**src/rtl/control_unit_if.sv**
```systemverilog
// Control-unit bus: instruction/flag inputs from the datapath and the strobes
// the control unit drives back into it.
interface control_unit_if #(
    parameter int OPCODE_W  = 4,
    parameter int ALU_SEL_W = 3
);
    logic                 start;
    logic [OPCODE_W-1:0]  opcode;
    logic                 zero_flag;
    logic                 carry_flag;
    logic                 LoadIR;
    logic                 IncPC;
    logic                 LoadPC;
    logic                 LoadAcc;
    logic [1:0]           SelAcc;
    logic                 LoadReg;
    logic [ALU_SEL_W-1:0] alu_sel;
    logic                 halted;

    modport master (
        input  start, opcode, zero_flag, carry_flag,
        output LoadIR, IncPC, LoadPC, LoadAcc, SelAcc, LoadReg, alu_sel, halted
    );

    modport slave (
        output start, opcode, zero_flag, carry_flag,
        input  LoadIR, IncPC, LoadPC, LoadAcc, SelAcc, LoadReg, alu_sel, halted
    );
endinterface

```
**src/rtl/control_unit.sv**
```systemverilog
// Multi-cycle FETCH -> DECODE -> EXECUTE control FSM for the 8-bit CPU.
// All strobes are decoded combinationally from the current state and opcode.
module control_unit #(
    parameter int                  OPCODE_W    = 4,
    parameter int                  ALU_SEL_W   = 3,
    parameter logic [OPCODE_W-1:0] HALT_OPCODE = 4'hF
) (
    input  logic          clock,
    input  logic          reset,
    control_unit_if.master bus
);

    typedef enum logic [2:0] {
        S_IDLE   = 3'd0,
        S_FETCH  = 3'd1,
        S_DECODE = 3'd2,
        S_EXEC   = 3'd3,
        S_HALT   = 3'd4
    } state_t;

    state_t               state;
    state_t               next_state;
    logic                 load_ir;
    logic                 inc_pc;
    logic                 load_pc;
    logic                 load_acc;
    logic [1:0]           sel_acc;
    logic                 load_reg;
    logic [ALU_SEL_W-1:0] alu_sel;
    logic                 halted;

    always_ff @(posedge clock or posedge reset) begin
        if (reset) state <= S_IDLE;
        else       state <= next_state;
    end

    // Unused encodings 5-7 fall to the default arm: outputs stay 0 and the FSM returns to idle.
    always_comb begin
        next_state = S_IDLE;
        load_ir    = 1'b0;
        inc_pc     = 1'b0;
        load_pc    = 1'b0;
        load_acc   = 1'b0;
        sel_acc    = 2'b00;
        load_reg   = 1'b0;
        alu_sel    = '0;
        halted     = 1'b0;
        case (state)
            S_IDLE:   next_state = bus.start ? S_FETCH : S_IDLE;
            S_FETCH: begin
                load_ir    = 1'b1;
                inc_pc     = 1'b1;
                next_state = S_DECODE;
            end
            S_DECODE: next_state = (bus.opcode == HALT_OPCODE) ? S_HALT : S_EXEC;
            S_EXEC: begin
                next_state = S_FETCH;
                case (bus.opcode)
                    4'h1: begin load_acc = 1'b1; sel_acc = 2'b01; end
                    4'h2: begin load_acc = 1'b1; alu_sel = ALU_SEL_W'(0); end
                    4'h3: begin load_acc = 1'b1; alu_sel = ALU_SEL_W'(1); end
                    4'h4: begin load_acc = 1'b1; alu_sel = ALU_SEL_W'(2); end
                    4'h5: begin load_acc = 1'b1; alu_sel = ALU_SEL_W'(3); end
                    4'h6: begin load_acc = 1'b1; alu_sel = ALU_SEL_W'(4); end
                    4'h7: begin load_acc = 1'b1; alu_sel = ALU_SEL_W'(5); end
                    4'h8: load_reg = 1'b1;
                    4'h9: begin load_acc = 1'b1; sel_acc = 2'b10; end
                    4'hA: load_pc = 1'b1;
                    4'hB: load_pc = bus.zero_flag;
                    4'hC: load_pc = bus.carry_flag;
                    4'hD: begin load_acc = 1'b1; alu_sel = ALU_SEL_W'(6); end
                    4'hE: begin load_acc = 1'b1; alu_sel = ALU_SEL_W'(7); end
                    default: ;
                endcase
            end
            S_HALT: begin
                halted     = 1'b1;
                next_state = S_HALT;
            end
            default: next_state = S_IDLE;
        endcase
    end

    assign bus.LoadIR  = load_ir;
    assign bus.IncPC   = inc_pc;
    assign bus.LoadPC  = load_pc;
    assign bus.LoadAcc = load_acc;
    assign bus.SelAcc  = sel_acc;
    assign bus.LoadReg = load_reg;
    assign bus.alu_sel = alu_sel;
    assign bus.halted  = halted;

endmodule

```
**src/flat_wrapper.sv**
```systemverilog
// flat-port wrapper written by rule: the top's interface ports become plain ports
module control_unit_flat 
#(
    parameter int                  OPCODE_W    = 4,
    parameter int                  ALU_SEL_W   = 3,
    parameter logic [OPCODE_W-1:0] HALT_OPCODE = 4'hF
)
  (clock, reset, bus_start, bus_opcode, bus_zero_flag, bus_carry_flag, bus_LoadIR, bus_IncPC, bus_LoadPC, bus_LoadAcc, bus_SelAcc, bus_LoadReg, bus_alu_sel, bus_halted);
  control_unit_if #(.OPCODE_W(OPCODE_W), .ALU_SEL_W(ALU_SEL_W)) bus_i ();
  input  logic clock;
  input  logic reset;
  input wire logic [$bits(bus_i.start)-1:0] bus_start;
  input wire logic [$bits(bus_i.opcode)-1:0] bus_opcode;
  input wire logic [$bits(bus_i.zero_flag)-1:0] bus_zero_flag;
  input wire logic [$bits(bus_i.carry_flag)-1:0] bus_carry_flag;
  output wire logic [$bits(bus_i.LoadIR)-1:0] bus_LoadIR;
  output wire logic [$bits(bus_i.IncPC)-1:0] bus_IncPC;
  output wire logic [$bits(bus_i.LoadPC)-1:0] bus_LoadPC;
  output wire logic [$bits(bus_i.LoadAcc)-1:0] bus_LoadAcc;
  output wire logic [$bits(bus_i.SelAcc)-1:0] bus_SelAcc;
  output wire logic [$bits(bus_i.LoadReg)-1:0] bus_LoadReg;
  output wire logic [$bits(bus_i.alu_sel)-1:0] bus_alu_sel;
  output wire logic [$bits(bus_i.halted)-1:0] bus_halted;
  assign bus_i.start = bus_start;
  assign bus_i.opcode = bus_opcode;
  assign bus_i.zero_flag = bus_zero_flag;
  assign bus_i.carry_flag = bus_carry_flag;
  assign bus_LoadIR = bus_i.LoadIR;
  assign bus_IncPC = bus_i.IncPC;
  assign bus_LoadPC = bus_i.LoadPC;
  assign bus_LoadAcc = bus_i.LoadAcc;
  assign bus_SelAcc = bus_i.SelAcc;
  assign bus_LoadReg = bus_i.LoadReg;
  assign bus_alu_sel = bus_i.alu_sel;
  assign bus_halted = bus_i.halted;
  control_unit #(.OPCODE_W(OPCODE_W), .ALU_SEL_W(ALU_SEL_W), .HALT_OPCODE(HALT_OPCODE)) u_core (.clock(clock), .reset(reset), .bus(bus_i));
endmodule
```
**config.mk**
```make
export PLATFORM = sky130hd
export DESIGN_NAME = control_unit_flat
export DESIGN_NICKNAME = d
export VERILOG_FILES = /design/src/rtl/control_unit_if.sv /design/src/rtl/control_unit.sv /design/src/flat_wrapper.sv
export SDC_FILE = /design/constraint.sdc
export NUM_CORES = 1
export LEC_CHECK = 0
export ABC_AREA = 1
export ABC_CLOCK_PERIOD_IN_PS = 2900
export BUFFER_PORTS_ARGS = -buffer_cell sky130_fd_sc_hd__clkbuf_2
export CELL_PAD_IN_SITES_DETAIL_PLACEMENT = 1
export CELL_PAD_IN_SITES_GLOBAL_PLACEMENT = 2
export CORE_MARGIN = 3
export CORE_UTILIZATION = 19
export DETAILED_ROUTE_END_ITERATION = 8
export PLACE_DENSITY = 0.79
export SLEW_MARGIN = 20
export SYNTH_ARGS = -nofsm -noshare
export SYNTH_HDL_FRONTEND = slang
export SYNTH_SLANG_ARGS = --single-unit
```
**constraint.sdc**
```tcl
create_clock -name clock -period 2.9 [get_ports clock]
set_input_delay 0.87 -clock clock [delete_from_list [all_inputs] [get_ports clock]]
set_output_delay 0.87 -clock clock [all_outputs]
set_load 0.01 [all_outputs]
```
# Yosys cells after proc, flatten, opt, wreduce, memory -nomap -nowiden
# Cells that the tools add are included.
[word_totals]
reg_bits = 3
output_inout_bits = 11
input_bits = 9
elab_cells = 37
[op_classes]
eq_ne = 19
n_reduce_logical = 2
n_mux = 15
[ops]
columns = ["op", "n"]
rows = [
  ["4-bit == test (second input constant)", 8],
  ["3-bit case mux with 7 select lines", 1],
  ["4-bit by 3-bit == test with 1-bit output (second input constant)", 4],
  ["3-bit case mux with 5 select lines", 1],
  ["10-bit OR reduction", 1],
  ["4-bit by 2-bit == test with 1-bit output (second input constant)", 2],
  ["1-bit two-way mux", 8],
  ["3-bit by 2-bit == test with 1-bit output (second input constant)", 2],
  ["3-bit two-way mux", 2],
  ["4-bit by 1-bit == test with 1-bit output (second input constant)", 1],
  ["2-bit case mux with 2 select lines", 1],
  ["3-bit by 1-bit == test with 1-bit output (second input constant)", 1],
  ["3-bit == test (second input constant)", 1],
  ["3-bit zero test", 1],
  ["1-bit case mux with 3 select lines", 1],
  ["2-bit two-way mux", 1],
]

# Logic depth before layout (Yosys ltp)
# Gate-level depths: netlist of run 1.
[depth]
depth_word = 4
mapped_depth = 5
mapped_depth_nobuf = 5

# Least setup slack after synthesis of run 1
# OpenSTA, ideal clock, no wires.
[synth_timing]
path_type = "input-to-output"
from = "in bus_opcode[1]"
to = "out bus_LoadReg"
required_time_ps = 2030
n_path_buf = 0
slack_ps = 676
cell_stages = 3
arrival_time_ps = 1354
path_cell_list = "nor2_1 -> inv_1 -> nor3_1"
[synth_between]
elab_chain_cells = 3
[synth_rtl]
columns = ["item", "line_no", "text"]
rows = [
  ["start, declared", "flat_wrapper.sv:13", "input wire logic [$bits(bus_i.opcode)-1:0] bus_opcode;"],
  ["4-bit == test", "control_unit.sv:58", "case (bus.opcode)"],
  ["1-bit two-way mux", "control_unit.sv:58", ""],
  ["1-bit two-way mux", "control_unit.sv:48", "case (state)"],
  ["end, declared", "flat_wrapper.sv:21", "output wire logic [$bits(bus_i.LoadReg)-1:0] bus_LoadReg;"],
]
# Every way passes these cells.

# Final worst setup path of run 1
[layout_timing]
from = "in bus_opcode[1]"
to = "out bus_alu_sel[1]"
[layout_between]
elab_chain_cells = 3
elab_cells_between_ends = 9
cone_classes = "eq/ne: 7; mux: 2"
[layout_rtl]
columns = ["item", "line_no", "text"]
rows = [
  ["4-bit == test, or another cell as far along", "control_unit.sv:58", ""],
  ["3-bit case mux with 7 select lines (*)", "control_unit.sv:58", ""],
  ["3-bit two-way mux (*)", "control_unit.sv:48", ""],
  ["end, declared", "flat_wrapper.sv:22", "output wire logic [$bits(bus_i.alu_sel)-1:0] bus_alu_sel;"],
]
# Mark *: on every way between the ends. The rest lies on a longest branch, timed or not.

==> flow_results.org, run 1 <==
** Placement
- The congestion estimate from routability-driven global placement came to 0.732.
- OpenSTA, run right after detailed placement, puts the worst setup slack at slightly above 400 ps.
- Final HPWL from detailed placement :: 897 um
- The placed instances occupy a cell area of 442 sq um.
- Number of buffers inserted by port buffering :: 19

** Cells and area
- With fillers left out, the area of the finished cells amounts to 468 sq um.
- Counting the fill cells in the layout gives approximately 230.
- # nets final :: 93
- In the final layout, the share of cells above drive strength 1 is 36.1%.
- The largest registers in the layout are u_core.state: 3 flops.
- The register with the most flip-flops in the layout has 3 of them.
- The area growth from synthesis to layout is 40.1%.
- Area taken by flip-flops and latches :: roughly 75 sq um
- Summing all multi-input logic gate instances after layout gives 191 sq um.
- More flip-flops sit in one register than any other, and that register is u_core.state.
- The number of antenna diodes in the final layout is 0.

** Logic synthesis
- Counting distinct cell types in the post-synthesis netlist gives 14.
- Sequential area share after synthesis :: 22.5%
- Flip-flop and latch count after synthesis :: 3
- Summing every instance area after synthesis gives around 330 sq um.
- Average instance area after synthesis :: 5.48 sq um
- The number of nets in the synthesized netlist is 70.
- For this run, the number of Yosys warnings is 0.
- Synth Instances :: 61

** Timing
- Max-slew headroom :: 85.2%
- Setup repair after global routing missed its margin :: false
- Hold_ws :: 483 ps
- Share of the cycle needed by the critical path after routing :: 85.6%
- Max-slew violation count :: 0
- Timing would allow up to 403 MHz.
- Setup tns final :: 0 ps
- Setup clock skew after layout :: between 0.3 and 0.4 ps
- Transition time at the pin with the least slew margin :: 222 ps
- Final hold violation count :: 0
- The smallest clock period supported by the final layout is computed as around 2500 ps.
- Setup violations remaining at the end of the flow were counted as 0.
- Final critical-path setup slack :: 417 ps

** Die
- In this run the vertical extent of the chip is 47.9 um.
- Boundary pin count :: 20
- The initialized floorplan defines 14 standard-cell rows.
- Total core area :: 1580 sq um
- Die area :: 2300 sq um
- The die is between 40 and 50 um wide.
- For this configuration, the core starts out at a cell density of 21.2%.

** Setup path
- Category of the critical setup timing path :: in -> out
- Internal reg-to-reg setup slack :: 2000 ps
- End point of the critical path :: bus_alu_sel[1]
- The critical path starts at bus_opcode[1].
- Crit Reg-Reg Startpoint :: u_core.state[2]
- In this run the critical register-to-register path is captured at u_core.state[0].
- Nature of the critical path startpoint :: input port
- Reg2reg path depth :: 3
- Capturing element type of the critical path :: primary output
- Arr. time, crit path :: 1610 ps
- Data required time at the worst endpoint :: 2030 ps
- Maximum fanout encountered on the critical timing path :: 7

** Worst hold path
- Classification of the worst-slack hold path :: in -> async

** Power and ir drop
- Cell internal power was estimated by the tool at 161 uW.
- Combinational logic is responsible for 51.5% of the overall power.
- Proportion of power drawn by flip-flops and latches :: 24.2%
- Total power divided by cell area :: 630 nW/um^2
- Total power for the finished layout comes to 295 uW.
- Switching Power :: roughly 130 uW
- Static Leak :: about 0.00029 uW
- VDD sags by at most 0.128 mV.
- Of the total power, the share spent switching nets is 45.5%.
- In this run, the clock network consumes 24.3% of the power.

** Clock network
- CTS tree :: done
- Post-CTS clock slew at the launch and capture registers of the worst setup and hold paths :: around 40 ps
- Post-CTS Setup Repair Bufs :: 0
- Clock Tree Root :: sky130_fd_sc_hd__clkbuf_4
- CTS saw 3 sinks.
- CTS built an H-tree with a depth of 1.
- Total CTS buffers :: 3
- Resize count post-CTS :: 0
- Quantity of hold-fixing buffers added after cts :: 0
- In this run the deepest clock path goes through 2 buffers.
- Clock insertion delay at the later pin of the skew report :: 230 ps

** Global route
- In the global route stage, met2 resource usage came out at 19.0%.
- Via count of the first global-routing pass :: 419
- After global routing, the most crowded layer is met2.
- Global routing used 11.0% of the available met1 tracks.
- Global-route usage over all layers :: between 10% and 20%
- First-pass GRT wire length :: 1.68 mm
- Met3 routing resource usage after global routing :: approximately 2.6%
- Entering global routing, the biggest net connects 10 pins.
- The initial antenna violation count was 0.
- Sum of overflow across all layers after global routing :: 0

** Outcome
- Run status :: finished clean

** Routing
- Antenna Nets Post-Route :: 0
- For this run, design rule violations remaining after detail routing come to 0.
- Vias/cell :: about 4.6
- Detail-routed net length per standard cell :: roughly 11 um
- Initial drt markers :: 2
- The detailed router placed 457 vias in this run.
- The routed design has around 1.1 mm of wire.
- Number of detailed-route iterations in the first pass :: 2

** Run
- Max-cap violations in this run came to 0.
[power by group through the flow]
stage / registers [uW] / logic (uW) / clock network [uW]
detailed placement: 72.4 / 153 / 0
global route: 74.9 / 171 / 83.5
finish: 71.4 / 152 / 71.6
CTS: 71.8 / 155 / 76.1
floorplan: 69.5 / 107 / 0
global placement: 72.2 / 151 / 0
[routing by layer]
| layer | routed length [um] | share of wire (%) |
|---|---|---|
| met1 | 436 | 41 |
| met3 | 80 | 7.4 |
| met5 | 0 | 0 |
| met2 | 551 | 51 |
| met4 | 8 | 0.74 |
[layout by cell type, fill, tap and decap left out, drive strengths merged]
cell type  Yosys  final
inv           16     16
dfrtp          3      3
nand2         18     18
clkbuf         0     23
a21oi          5      5
nor3           3      3
nor2           5      5
o22ai          1      1
nand4          2      2
nand3          7      7
[cell usage after synthesis]
master	n	area [sq um]
sky130_fd_sc_hd__a21oi_1	4	20.0
sky130_fd_sc_hd__nand2_1	18	67.6
sky130_fd_sc_hd__nor2_2	1	6.26
sky130_fd_sc_hd__inv_1	11	41.3
sky130_fd_sc_hd__nor2_1	4	15.0
sky130_fd_sc_hd__buf_4	1	7.51
sky130_fd_sc_hd__nand3_2	1	10.0
sky130_fd_sc_hd__nand4_1	2	12.5
sky130_fd_sc_hd__inv_2	5	18.8
sky130_fd_sc_hd__nand3_1	6	30.0
sky130_fd_sc_hd__o22ai_1	1	6.26
sky130_fd_sc_hd__nor3_1	3	15.0
sky130_fd_sc_hd__dfrtp_1	3	75.1
sky130_fd_sc_hd__a21oi_2	1	8.76
[worst min-delay path by stage]
stage	to	slack (ps)	cells after the start
2_1_floorplan	u_core.state[1]	540	2
3_3_place_gp	u_core.state[1]	600	3
3_5_place_dp	u_core.state[2]	610	2
4_1_cts	u_core.state[2]	470	2
5_1_grt	u_core.state[1]	470	2
6_report	u_core.state[0]	480	2
[cell families (layout without fill, tap and decap cells)]
logic type / after synthesis / in the layout / share of synthesized area [%]
AO/OA/AOI/OAI: 6 / 6 / 10.5
buffers and inverters: 17 / 39 / 20.2
AND/OR/NAND/NOR: 35 / 35 / 46.8
flip-flops: 3 / 3 / 22.5
[through the flow]
step	std cells	util, %
global route	99	29.7
global placement	95	28.0
floorplan	61	-
detailed placement	95	28.0
CTS	99	29.7
finish	99	29.7
[layout make-up]
type / instances / share of cell area, %
clock buffer: 4 / 5.61
inverter: 16 / 12.8
multi-input combinational: 41 / 40.9
sequential: 3 / 16.0
tap: 16 / 4.28
timing repair buffer: 19 / 20.3
[critical path: stages]
cell and delay, ps:
sky130_fd_sc_hd__clkbuf_2 150, sky130_fd_sc_hd__inv_2 90, sky130_fd_sc_hd__nand2_1 80, sky130_fd_sc_hd__nand2_1 80, sky130_fd_sc_hd__nand2_1 60, sky130_fd_sc_hd__a21oi_1 130, sky130_fd_sc_hd__clkbuf_2 160
Power figures use the tool's default switching activity.
==> inputs of run 2 (changes only) <==
--- a/config.mk
+++ b/config.mk
@@ -5,15 +5,14 @@
 export SDC_FILE = /design/constraint.sdc
 export NUM_CORES = 1
 export LEC_CHECK = 0
-export ABC_AREA = 1
 export ABC_CLOCK_PERIOD_IN_PS = 2900
-export BUFFER_PORTS_ARGS = -buffer_cell sky130_fd_sc_hd__clkbuf_2
+export BUFFER_PORTS_ARGS = -buffer_cell sky130_fd_sc_hd__buf_2
 export CELL_PAD_IN_SITES_DETAIL_PLACEMENT = 1
 export CELL_PAD_IN_SITES_GLOBAL_PLACEMENT = 2
 export CORE_MARGIN = 3
-export CORE_UTILIZATION = 19
+export CORE_UTILIZATION = 21
 export DETAILED_ROUTE_END_ITERATION = 8
-export PLACE_DENSITY = 0.79
+export PLACE_DENSITY = 0.73
 export SLEW_MARGIN = 20
 export SYNTH_ARGS = -nofsm -noshare
 export SYNTH_HDL_FRONTEND = slang
==> flow_results.org, run 2 <==
** Outcome
- The flow ran to the end, and the final reports show no timing, DRC or antenna violations.

** Routing
- Detailed routing inserted a total of 388 vias.
- DRC viols :: 0
- In this run the remaining antenna-violating nets after routing total 0.
- The first routing iteration left 0 violations.
- Final wirelength :: roughly 970 um
- After detailed routing, the average wire length per cell comes to ~12 um.
- For this run, the detailed router's first-pass iteration total came to 1.
- Vias/cell :: between 4 and 5

** Global route
- Antenna violations before repair :: 0
- Entering global routing, the biggest net connects 11 pins.
- Busiest grt layer :: met2
- For met1 alone, demand over resource in global routing was 11.8%.
- The via count of the first global-routing pass is 392.
- The first global-routing pass estimated 1.59 mm of wire.
- Global routing used 16.8% of the available met2 tracks.
- The total overflow left after global routing is 0.
- In the global route stage, overall resource usage came out at 10.7%.
- Met3 routing resource usage after global routing :: under 10%

** Logic synthesis
- Combined area of all synthesized cells :: around 350 sq um
- Synth top area cells :: sky130_fd_sc_hd__dfrtp_1, sky130_fd_sc_hd__buf_4, sky130_fd_sc_hd__nand2b_1, sky130_fd_sc_hd__a21oi_1, sky130_fd_sc_hd__nor2_1
- The top cell type by area accounts for a little over a fifth of the synthesized area.
- Count of flip-flops with a built-in enable after synthesis :: 0
- Net count of the mapped netlist :: 56
- Count of cell types in the netlist :: 24
- Average instance area after synthesis :: 7.37 sq um
- After synthesis, flip-flops and latches occupy a little over a fifth of the total area.
- Counting flops and latches in the post-synthesis netlist gives 3.
- Fraction of registers with async set or reset after synthesis :: 100%
- During synthesis, Yosys emitted a total of 0 warnings.
- By instance count, the leading cell after synthesis is sky130_fd_sc_hd__nor2_1.
- Top flip-flop cell by instance count after synthesis :: sky130_fd_sc_hd__dfrtp_1
- In the synthesized netlist, the number of instances is 47.
- Summed over all instances, the cell type with the most area after synthesis is sky130_fd_sc_hd__dfrtp_1.
- Most numerous cell types in the synthesized netlist :: sky130_fd_sc_hd__nor2_1, sky130_fd_sc_hd__a21oi_1, sky130_fd_sc_hd__buf_4, sky130_fd_sc_hd__nand2b_1

** Setup path
- Data arrives at the worst endpoint at 1700 ps.
- Data required time at the worst endpoint :: between 2000 and 2500 ps
- Buf/Inv on CP :: 2
- Most used cell along the critical path :: sky130_fd_sc_hd__buf_2
- STA classifies the critical path startpoint as an input port.
- The setup check on the worst reg-to-reg path leaves a slack of 1780 ps.
- Category of the critical setup timing path :: in -> out
- Capture point of the worst reg-to-reg path :: u_core.state[0]
- Largest stage delay on the critical path :: 300 ps
- Capturing element type of the critical path :: primary output
- Ordered list of cells on the worst path :: buf_2 -> nor4bb_1 -> a31oi_1 -> nor3_1 -> buf_2
- Crit Reg-Reg Startpoint :: u_core.state[0]
- For this design, the slowest cell found on the critical path is sky130_fd_sc_hd__nor4bb_1.
- Maximum fanout encountered on the critical timing path :: 9
- Cell class contributing the biggest share of worst-path delay :: simple AND/OR/NAND/NOR gates
- The number of cells on the worst reg-to-reg path is 2.

** Clock network
- Quantity of hold-fixing buffers added after cts :: 0
- Number of buffers on the longest clock path :: 2
- Total CTS buffers :: 3
- Clock insertion delay at the later pin of the skew report :: ~230 ps
- Clock-pin slew was measured on the worst setup and hold paths at 40 ps.
- In this run the number of H-tree levels came out at 1.
- Clk sinks :: 3
- Post-CTS timing repair inserted 0 buffers for setup.
- CTS tree :: done
- Clock Tree Root :: sky130_fd_sc_hd__clkbuf_4
- Once the clock tree was built, the resizer swapped 0 gates to a different size.

** Die
- Initial cell density of the core :: 22.7%
- The die is 46.6 um wide.
- The die covers ~2200 sq um.
- The region available for standard cell placement spans 1520 sq um.
- The die is 46.6 um tall.
- The floorplan has 14 rows.
- For this design the top-level I/O count stands at 20.

** Power and ir drop
- Summed over all nets, the switching power comes to 118 uW.
- Net Sw Frac :: around 41%
- Dividing total power by cell area gives a power density of between 600 and 700 nW/um^2.
- Combinational group share of total power :: 45.0%
- Internal power comes to 170 uW.
- Power after layout :: 288 uW
- Clock share of power :: 25.8%
- VDD IR-drop max :: 0.286 mV
- Static Leak :: 0.000230 uW
- In this run, flip-flops and latches consume 29.2% of the power.

** Cells and area
- Of the cells placed in the final design, the portion with a size suffix greater than 1 is between 30% and 40%.
- Synth-to-layout area growth :: 32.1%
- Max FFs per register :: 3
- The finished cells cover 458 sq um.
- The number of antenna diodes in the final layout is 0.
- Counting the fill cells in the layout gives 202.
- Final cell utilization of the core :: between 30% and 40%
- Biggest regs :: u_core.state: 3 flops
- Highest-count cells in the layout ignoring fill and taps :: sky130_fd_sc_hd__buf_2, sky130_fd_sc_hd__nor2_1, sky130_fd_sc_hd__nand2b_1, sky130_fd_sc_hd__a21oi_1
- # nets final :: 76
- Leaving out fill and tap cells, the most frequent cell in the layout is sky130_fd_sc_hd__buf_2.
- Counting flops per register, the top entry is u_core.state.

** Timing
- Setup tns final :: 0 ps
- Peak Freq :: 390 MHz
- For the finished layout, the period the worst path requires is between 2000 and 3000 ps.
- Setup repair after global routing missed its margin :: false
- Headroom to the max-slew limit came out at 83.8%.
- The count of pins over their slew limit is 0.
- The final number of hold-violating endpoints is 0.
- Share of the cycle needed by the critical path after routing :: 88.5%
- Setup violations remaining at the end of the flow were counted as 0.
- Hold_ws :: 493 ps
- Clock skew on the completed layout was measured at 1.60 ps.
- At the pin with the least slew margin, the transition time is about 240 ps.

** Placement
- Number of buffers inserted by port buffering :: 19
- Final HPWL from detailed placement :: 750 um
- Standard cell area after detailed placement :: 432 sq um
- Routability-driven placement finished with a final weighted congestion of 0.729.

** Run
- Maximum capacitance violations :: 0

** Worst hold path
- Classification of the worst-slack hold path :: in -> async
==> run 2: cell count changes after synthesis, sizes merged, moves of 2 or more <==
cell / delta
a31oi: +2
nand3: -6
o21ai: +2
nand2b: +4
buf: +3
inv: -13
nand3b: +2
nand2: -15
or3b: +2
==> run 2: layout make-up <==
cell class | count | area (sq um) | share of cell area (%)
repair buffers | 19 | 95.1 | 20.8
clock buffers | 4 | 26.3 | 5.74
inverters | 3 | 11.3 | 2.46
multi-input cells | 37 | 230 | 50.3
flip-flops and latches | 3 | 75.1 | 16.4
well taps | 16 | 20.0 | 4.37
==> run 2: routing by layer <==
metal | vias to the layer above | routed length (um)
li1 | 199 | -
met1 | 169 | 409
met2 | 16 | 461
met3 | 4 | 77
met4 | 0 | 24
met5 | - | 0
==> run 2: cells by family after synthesis <==
| logic type | Yosys count | synth area share, % |
|---|---|---|
| AND/OR/NAND/NOR | 26 | 46.9 |
| flip-flops | 3 | 21.7 |
| AO/OA/AOI/OAI | 9 | 14.4 |
| buffers and inverters | 7 | 11.9 |
| XOR/XNOR | 2 | 5.06 |
==> run 2: power groups by stage <==
| stage | logic [uW] | clock network [uW] | registers (uW) |
|---|---|---|---|
| after floorplan | 101 | 0 | 76.0 |
| after global placement | 132 | 0 | 82.2 |
| after detailed placement | 131 | 0 | 85.2 |
| after CTS | 132 | 79.0 | 84.2 |
| after global routing | 143 | 83.7 | 91.6 |
| final | 130 | 74.3 | 84.0 |
==> run 2: worst max path at each step <==
| stage | endpoint | cells after the start | from |
|---|---|---|---|
| after floorplan | bus_LoadPC | 4 | bus_opcode[1] |
| after global placement | bus_LoadPC | 5 | bus_opcode[2] |
| after detailed placement | bus_LoadPC | 5 | bus_opcode[2] |
| after CTS | bus_LoadPC | 5 | bus_opcode[2] |
| after global routing | bus_LoadPC | 5 | bus_opcode[2] |
| final | bus_LoadPC | 5 | bus_opcode[2] |
==> run 2: worst reg2reg max path, stage by stage, from the launching register on <==
cell and delay (ps):
sky130_fd_sc_hd__dfrtp_1 440, sky130_fd_sc_hd__or3b_2 480, sky130_fd_sc_hd__a21oi_1 130
==> run 2: through the flow <==
step / cells / setup WS [ps]
2_1_floorplan: 47 / 434
3_3_place_gp: 78 / 370
3_5_place_dp: 78 / 345
4_1_cts: 82 / 344
6_report: 82 / 333
5_1_grt: 82 / 224
